[src/rtl/airi5c_fetch_ctrl_pkg.sv]
// Shared control constants for the AIRI5C fetch front end.
// Holds the architectural widths, the PC mux select encodings used by both
// airi5c_fetch_ctrl and airi5c_pc_mux, and the RV32 NOP that the IF
// instruction register holds after reset.
package airi5c_fetch_ctrl_pkg;

  localparam int XPR_LEN          = 32;
  localparam int INST_WIDTH       = 32;
  localparam int PC_SRC_SEL_WIDTH = 4;

  // PC mux select encodings
  localparam logic [PC_SRC_SEL_WIDTH-1:0] PC_JAL_TARGET     = 4'd0;
  localparam logic [PC_SRC_SEL_WIDTH-1:0] PC_JALR_TARGET    = 4'd1;
  localparam logic [PC_SRC_SEL_WIDTH-1:0] PC_BRANCH_TARGET  = 4'd2;
  localparam logic [PC_SRC_SEL_WIDTH-1:0] PC_REPLAY         = 4'd3;
  localparam logic [PC_SRC_SEL_WIDTH-1:0] PC_HANDLER        = 4'd4;
  localparam logic [PC_SRC_SEL_WIDTH-1:0] PC_EPC            = 4'd5;
  localparam logic [PC_SRC_SEL_WIDTH-1:0] PC_MISSED_PREDICT = 4'd6;
  localparam logic [PC_SRC_SEL_WIDTH-1:0] PC_PLUS_FOUR      = 4'd7;
  localparam logic [PC_SRC_SEL_WIDTH-1:0] PC_DPC            = 4'd8;

  localparam logic [INST_WIDTH-1:0] RV_NOP = 32'h0000_0013;

endpackage

[src/rtl/airi5c_fetch_ctrl.sv]
// airi5c_fetch_ctrl -- instruction fetch sequencer with one outstanding request.
//
// Ports:
//   clk_i, rst_i          clock, synchronous active-high reset
//   imem_req_o/addr_o     fetch request and address (address = fetch_pc)
//   imem_gnt_i            request accepted this cycle
//   imem_rvalid_i/rdata_i fetch response
//   if_valid_o/if_ready_i instruction handshake towards IF
//   inst_if_o, pc_if_o    presented instruction and its PC
//   fetch_pc_o            current fetch PC, feeds the PC mux
//   pc_src_sel_o          PC mux select (combinational)
//   pc_pif_i              PC mux result
//   exception_i .. mispredict_i  EX-stage redirect events
//   halt_req_i, dret_i    debug halt request / resume
//   halted_o              fetch halted
//
// Handshakes: the memory side accepts a request in any cycle where
// imem_req_o and imem_gnt_i are both high; a response is one cycle with
// imem_rvalid_i high. On the IF side an instruction transfers in a cycle
// where if_valid_o and if_ready_i are both high; while if_valid_o is high
// without if_ready_i, inst_if_o and pc_if_o hold stable.
//
// The FSM state is kept in the enum signal 'state' so checkers can bind to it.
module airi5c_fetch_ctrl
  import airi5c_fetch_ctrl_pkg::*;
#(
  parameter logic [XPR_LEN-1:0] RESET_PC = 32'h8000_0000
) (
  input  logic                        clk_i,
  input  logic                        rst_i,
  output logic                        imem_req_o,
  output logic [XPR_LEN-1:0]          imem_addr_o,
  input  logic                        imem_gnt_i,
  input  logic                        imem_rvalid_i,
  input  logic [INST_WIDTH-1:0]       imem_rdata_i,
  output logic                        if_valid_o,
  input  logic                        if_ready_i,
  output logic [INST_WIDTH-1:0]       inst_if_o,
  output logic [XPR_LEN-1:0]          pc_if_o,
  output logic [XPR_LEN-1:0]          fetch_pc_o,
  output logic [PC_SRC_SEL_WIDTH-1:0] pc_src_sel_o,
  input  logic [XPR_LEN-1:0]          pc_pif_i,
  input  logic                        exception_i,
  input  logic                        mret_i,
  input  logic                        jal_i,
  input  logic                        jalr_i,
  input  logic                        branch_taken_i,
  input  logic                        mispredict_i,
  input  logic                        halt_req_i,
  input  logic                        dret_i,
  output logic                        halted_o
);

  typedef enum logic [2:0] {
    S_BOOT, S_FETCH, S_WAIT, S_HOLD, S_DRAIN, S_HALT
  } state_e;

  state_e                  state, state_next;
  logic [XPR_LEN-1:0]      fetch_pc, fetch_pc_next;
  logic [XPR_LEN-1:0]      pc_if, pc_if_next;
  logic [INST_WIDTH-1:0]   inst_if, inst_if_next;
  logic                    halt_pend, halt_pend_next;
  logic                    redirect;
  logic                    halt_take;
  state_e                  leave_state;

  assign redirect = exception_i | mret_i | jalr_i | jal_i | branch_taken_i | mispredict_i;
  // A halt request raised this very cycle counts as pending already.
  assign halt_take   = halt_pend | halt_req_i;
  assign leave_state = halt_take ? S_HALT : S_FETCH;

  // PC mux select: fixed priority over the event inputs.
  always_comb begin
    pc_src_sel_o = PC_PLUS_FOUR;
    if (state == S_HALT && dret_i)          pc_src_sel_o = PC_DPC;
    else if (exception_i)                   pc_src_sel_o = PC_HANDLER;
    else if (mret_i)                        pc_src_sel_o = PC_EPC;
    else if (jalr_i)                        pc_src_sel_o = PC_JALR_TARGET;
    else if (jal_i)                         pc_src_sel_o = PC_JAL_TARGET;
    else if (branch_taken_i)                pc_src_sel_o = PC_BRANCH_TARGET;
    else if (mispredict_i)                  pc_src_sel_o = PC_MISSED_PREDICT;
    else if (state == S_FETCH || state == S_HALT) pc_src_sel_o = PC_REPLAY;
  end

  always_comb begin
    state_next     = state;
    fetch_pc_next  = fetch_pc;
    pc_if_next     = pc_if;
    inst_if_next   = inst_if;
    halt_pend_next = halt_pend | halt_req_i;
    unique case (state)
      S_BOOT: state_next = S_FETCH;
      S_FETCH: begin
        if (redirect) fetch_pc_next = pc_pif_i;
        // A redirect racing a grant leaves a response in flight to drain.
        if (imem_gnt_i)     state_next = redirect ? S_DRAIN : S_WAIT;
        else if (halt_take) state_next = S_HALT;
      end
      S_WAIT: begin
        if (redirect) begin
          fetch_pc_next = pc_pif_i;
          state_next    = imem_rvalid_i ? S_FETCH : S_DRAIN;
        end else if (imem_rvalid_i) begin
          inst_if_next  = imem_rdata_i;
          pc_if_next    = fetch_pc;
          fetch_pc_next = pc_pif_i;
          state_next    = S_HOLD;
        end
      end
      S_HOLD: begin
        // Redirect wins over a simultaneous IF handshake: instruction is dropped.
        if (redirect) begin
          fetch_pc_next = pc_pif_i;
          state_next    = leave_state;
        end else if (if_ready_i) begin
          state_next    = leave_state;
        end
      end
      S_DRAIN: begin
        if (redirect)      fetch_pc_next = pc_pif_i;
        if (imem_rvalid_i) state_next    = leave_state;
      end
      S_HALT: begin
        if (dret_i) begin
          fetch_pc_next  = pc_pif_i;
          halt_pend_next = 1'b0;
          state_next     = S_FETCH;
        end
      end
      default: state_next = S_BOOT;
    endcase
  end

  always_ff @(posedge clk_i) begin
    if (rst_i) begin
      state     <= S_BOOT;
      fetch_pc  <= RESET_PC;
      pc_if     <= '0;
      inst_if   <= RV_NOP;
      halt_pend <= 1'b0;
    end else begin
      state     <= state_next;
      fetch_pc  <= fetch_pc_next;
      pc_if     <= pc_if_next;
      inst_if   <= inst_if_next;
      halt_pend <= halt_pend_next;
    end
  end

  assign imem_req_o  = (state == S_FETCH);
  assign imem_addr_o = fetch_pc;
  assign fetch_pc_o  = fetch_pc;
  assign if_valid_o  = (state == S_HOLD);
  assign inst_if_o   = inst_if;
  assign pc_if_o     = pc_if;
  assign halted_o    = (state == S_HALT);

endmodule

[config.mk]
export PLATFORM = sky130hd
export DESIGN_NAME = airi5c_fetch_ctrl
export DESIGN_NICKNAME = d
export VERILOG_FILES = /design/src/rtl/airi5c_fetch_ctrl_pkg.sv /design/src/rtl/airi5c_fetch_ctrl.sv
export SDC_FILE = /design/constraint.sdc
export NUM_CORES = 1
export LEC_CHECK = 0
export BUFFER_PORTS_ARGS = -buffer_cell sky130_fd_sc_hd__buf_4
export CAP_MARGIN = 40
export CELL_PAD_IN_SITES_DETAIL_PLACEMENT = 2
export CELL_PAD_IN_SITES_GLOBAL_PLACEMENT = 2
export CORE_MARGIN = 2
export CORE_UTILIZATION = 26
export DETAILED_ROUTE_END_ITERATION = 10
export MAX_ROUTING_LAYER = met4
export PLACE_DENSITY_LB_ADDON = 0.1
export SYNTH_ARGS = -nofsm -noshare
export SYNTH_HDL_FRONTEND = slang
export SYNTH_SLANG_ARGS = --single-unit
[constraint.sdc]
create_clock -name clk_i -period 3.2 [get_ports clk_i]
set_input_delay 0 -clock clk_i [delete_from_list [all_inputs] [get_ports clk_i]]
set_output_delay 0 -clock clk_i [all_outputs]
set_load 0.02 [all_outputs]
[Word-level counts from Yosys, hierarchy flattened]
Index checks and enable logic that the tools add are counted.
Storage, ports and cells
  register bits after elaboration: 100
  word-level logic and storage cells: 58
Cells by class
  eq/ne operators: 11
  muxes and demuxes: 27
  bitwise operators: 7
  reductions and logical operators: 8
Operators by type and width (count)
  $mux W32: 4
  $pmux W32 S3: 1
  $mux W3: 18
  $pmux W3 S6: 1
  $eq A3 B2 Y1 const B: 2
  $eq A3 B3 Y1 const B: 2
  $ne A3 B1 Y1 const B: 2
  $or A1 B1 Y1: 6
  $reduce_and A5 Y1: 1
  $mux W4: 1
  $ne A2 B2 Y1 const B: 2
  $reduce_and A4 Y1: 1
  $eq A3 B1 Y1 const B: 1
  $logic_not A3 Y1: 1
  $ne A3 B3 Y1 const B: 1
  $reduce_and A3 Y1: 1
  $reduce_bool A3 Y1: 1
  $reduce_or A3 Y1: 1
  $mux W1: 2
  $ne A2 B1 Y1 const B: 1
  $logic_and A1 B1 Y1: 1
  $logic_or A1 B1 Y1: 1
  $not A1 Y1: 1

[Longest topological paths before layout]
  depth after elaboration: 10
  gate-level depth with buffers: 6
  mapped depth without buffers: 4

[Least setup slack after synthesis]
Ideal clock, no wire load.
  kind: reg-to-reg
  start: reg state[1]
  end: reg fetch_pc[0], in the netlist fetch_pc_o[0]
  library setup time: 72 ps
  data arrival time: 1756 ps
  path slack: 1373 ps
  cell stages (with the launch flop): 7
  cell sequence: dfxtp_1 -> and3b_1 -> and2_1 -> clkbuf_1 -> a211oi_2 -> buf_4 -> mux2i_1
RTL lines
  start, declared: RTL line airi5c_fetch_ctrl.sv:58  | state_e state, state_next;
  start signal, assigned: RTL line airi5c_fetch_ctrl.sv:142  | state <= state_next;
  $eq A3 B3 Y1 (*)
  via halted_o: RTL line airi5c_fetch_ctrl.sv:51  | output logic halted_o
  $ne A2 B2 Y1 (no source line) or $reduce_bool A3 Y1 (tied branches)
  $reduce_and A4 Y1 (no source line)
  end signal, assigned: RTL line airi5c_fetch_ctrl.sv:143  | fetch_pc <= fetch_pc_next;
  end, declared: RTL line airi5c_fetch_ctrl.sv:59  | logic [XPR_LEN-1:0] fetch_pc, fetch_pc_next;
The timed path passes the listed nets; every way through them passes the cells marked *.
A chain may end at the register's enable or synchronous reset.

[Worst setup path in the final report]
  start: reg state[1]
  end: reg inst_if[19], in the netlist inst_if_o[19]
On the way
  longest elaborated chain between the ends: 2
RTL lines
  $eq A3 B2 Y1: RTL line airi5c_fetch_ctrl.sv:91  | unique case (state)
  $reduce_and A3 Y1 (no source line)
  end signal, assigned: RTL line airi5c_fetch_ctrl.sv:145  | inst_if <= inst_if_next;
  end, declared: RTL line airi5c_fetch_ctrl.sv:61  | logic [INST_WIDTH-1:0] inst_if, inst_if_next;
Every way passes these cells.

==> impl_metrics.py <==
metrics = {
    "logic_synthesis": {
        "synthArstFlopShare_pct": 0,
        "mapped_nets": 589,
        "synth.most_common_cell": "sky130_fd_sc_hd__nand2_1",
        "ys_seq_area_share_pct": 48.5,
        "synth_enable_flop_cells": 0,
        "yosys_top_cell_area_share_pct": 48.5,
        "synthesis.yosys.warnings": 0,
        "ys_top_cells_by_count": "192 x sky130_fd_sc_hd__nand2_1, 100 x sky130_fd_sc_hd__dfxtp_1, 65 x sky130_fd_sc_hd__a21oi_1",
        "post_synth_instance_area_mm2": 0.00413,
        "syn-mean-instance-area_um2": 8.07,
        "synthDominantAreaCellType": "sky130_fd_sc_hd__dfxtp_1",
        "postSynth.topFlopCell": "sky130_fd_sc_hd__dfxtp_1",
        "synth.area.top_cells": "sky130_fd_sc_hd__dfxtp_1 48%, sky130_fd_sc_hd__nand2_1 17%, sky130_fd_sc_hd__a21oi_1 7.9%, sky130_fd_sc_hd__mux2i_1 7.8%, sky130_fd_sc_hd__buf_4 6.4%",
        "netlist_instances": 512,
        "synth.ff_latch_count": 100,
        "netlist-cell-type-count": 37,
    },
    "power": {
        "leakagePower_uw": 0.00290,
        "p_per_area_mw_per_mm2": 640,
        "fin_total_pwr_uw": 4230,
        "vdd_drop_max_uv": 265,
    },
    "grt": {
        "grt.met3_usage_pct": 3.98,
        "grt_pass1_vias": 4759,
        "use_met2_pct": 34.3,
        "grt_max_degree": 68,
        "antenna_found_initial": 0,
        "grt_util_met1_pct": 21.9,
        "top_usage_layer": "met2",
        "gr-total-overflow": 0,
        "grt_pass1_wl_mm": 24.8,
        "track_usage_pct": 19.5,
    },
    "floorplan": {
        "vertical_die_dimension_um": 130,
        "rows": 46,
        "die_outline_area_mm2": 0.0169,
        "io-pin-count": 212,
        "design.core.area_mm2": 0.0157,
        "initial_utilization_pct": 26.3,
        "chipWidth_um": 130,
    },
    "clock_network": {
        "htreeDepth": 3,
        "clkSinkCount": 100,
        "clockRootBuffer": "sky130_fd_sc_hd__clkbuf_16",
        "tritoncts": "done",
        "post_cts_resize_count": 0,
        "tritoncts.num_buffers": 9,
        "cts_buffer_depth": 2,
        "clock_transition_at_path_regs_ps": 70,
        "worstSkewPairLatency_ps": 350,
    },
    "place": {
        "preCtsSetupSlack_ps": 871,
        "post-dp-hpwl_mm": 10.4,
        "port-buffer-count": 211,
        "placement.cell_area_mm2": 0.00568,
        "gp_routability_congestion": 0.846,
    },
    "sta": {
        "layout_min_cycle_time_ps": 2380,
        "timing.clock.skew_ps": 8.01,
        "timing.final.crit_share_pct": 74.5,
        "slew_headroom_pct": 49.0,
        "drv_slew": 0,
        "report.final.hold_viol_count": 0,
        "timing.final.setup_violations": 0,
        "achievable-frequency_ghz": 0.420,
        "setup_slack_ps": 817,
        "tightestPinTransition_ps": 766,
        "rsz_0062_raised_after_global_routing": "no",
        "total_negative_setup_slacks_ps": 0,
    },
    "drt": {
        "drt-vias-per-instance": 4.53,
        "drt_first_pass_iters": 4,
        "drt-wirelength-per-cell_um": 16.7,
        "detail-route-antenna-nets": 0,
        "via_count": 4350,
        "first_iter_violations": 82,
        "routed_wl_mm": 16.1,
        "drt_drc_violations_left": 0,
    },
    "critical_path": {
        "cp-startpoint": "state[1]",
        "required_ps": 3400,
        "timing.setup.critical_path_class": "reg -> reg",
        "setup.worst_path.end_class": "register",
        "critical_path.max_fanout": 41,
        "crit_path_arrival_time_ps": 2580,
        "cp_startpoint_kind": "register",
        "crit-reg2reg-launch": "state[1]",
    },
    "finish": {
        "syn2layout_area_growth_pct": 60.2,
        "final.fill_count": 1762,
        "final_net_count": 817,
        "final_design_area_no_fill_mm2": 0.00662,
        "antennaDiodeCount": 0,
        "drive_gt1_share_pct": 31.8,
        "postLayoutCoreUtil_pct": 42.1,
        "multiInputGateArea_mm2": 0.00175,
        "layout.area.seq_mm2": 0.00200,
    },
    "run_status": {
        "run_status": "finished clean",
    },
    "worst_hold_path": {
        "holdCritStartpoint": "imem_rvalid_i",
        "hold_class": "in -> reg",
    },
    "job": {
        "cap_violations": 0,
    },
}
## worst max-delay path, cell delays in order, from the launching register on
cell and delay (ps):
sky130_fd_sc_hd__dfxtp_1 560, sky130_fd_sc_hd__nor4bb_1 440, sky130_fd_sc_hd__nand3_2 510, sky130_fd_sc_hd__buf_4 470, sky130_fd_sc_hd__nand2_1 160, sky130_fd_sc_hd__a21oi_1 80
## cell usage in the layout (no fill, tap or decap), types with 3 or more instances in the layout
cell type	n
sky130_fd_sc_hd__nand3_1	4
sky130_fd_sc_hd__a21oi_1	65
sky130_fd_sc_hd__buf_4	214
sky130_fd_sc_hd__dlygate4sd3_1	67
sky130_fd_sc_hd__nor3_1	7
sky130_fd_sc_hd__clkinvlp_4	3
sky130_fd_sc_hd__o21ai_0	3
sky130_fd_sc_hd__mux2i_1	32
sky130_fd_sc_hd__clkbuf_16	9
sky130_fd_sc_hd__nand2b_1	3
sky130_fd_sc_hd__nand2_1	192
sky130_fd_sc_hd__nor2_1	7
sky130_fd_sc_hd__dfxtp_1	100
sky130_fd_sc_hd__nor2b_1	3
## sequential cells by signal, summed over array words and instances, names as in the netlist
signal and cells:
state 3, halt_pend 1, pc_if_o 32, inst_if_o 32, fetch_pc_o 32
## report_power, final
group | leakage, µW | total [µW] | switching (µW) | internal (µW)
clock | 0.000122 | 1030 | 501 | 530
combinational | 0.00197 | 1590 | 858 | 730
sequential | 0.000812 | 1610 | 213 | 1400
## through the flow
stage,hold slack (ps),instances
detailed placement,218,878
finish,144,961
CTS,137,961
global placement,215,877
global route,188,961
floorplan,88.7,512
## final timing paths
| path | to | slack (ps) | cells after the start |
|---|---|---|---|
| setup / recovery | inst_if_o[19] | 820 | 5 |
| hold / removal | state[2] | 140 | 4 |
| setup reg to reg | inst_if_o[19] | 820 | 5 |
| hold reg to reg | pc_if_o[17] | 460 | 2 |
## area by class of cell
class | instances | share of cell area (%)
inverter | 3 | 0.170
sequential | 100 | 30.3
timing repair buffer | 283 | 35.0
tap | 216 | 4.09
multi-input combinational | 343 | 26.4
clock inverter | 5 | 0.549
clock buffer | 11 | 3.52
## layer usage
| layer | wire length (µm) | up-vias | part of all wire (%) |
|---|---|---|---|
| li1 | - | 2101 | - |
| met1 | 6750 | 2099 | 42 |
| met2 | 8210 | 129 | 51 |
| met3 | 800 | 21 | 5.0 |
| met4 | 320 | 0 | 2.0 |
| met5 | 0 | - | 0 |
## kinds of logic after synthesis
family          after synthesis  synth area share [%]
simple gates                229                  23.0
flops                       100                  48.5
compound gates               82                  11.2
buf+inv                      69                  9.60
mux                          32                  7.76
## repair_timing
| action | in CTS | in global routing |
|---|---|---|
| hold buffers | 67 | 0 |
| endpoints found under the hold margin | 66 | 0 |
| setup endpoints to repair | 0 | 0 |
| setup buffers | 0 | 0 |
No activity file was read; power rests on OpenSTA's default activity.
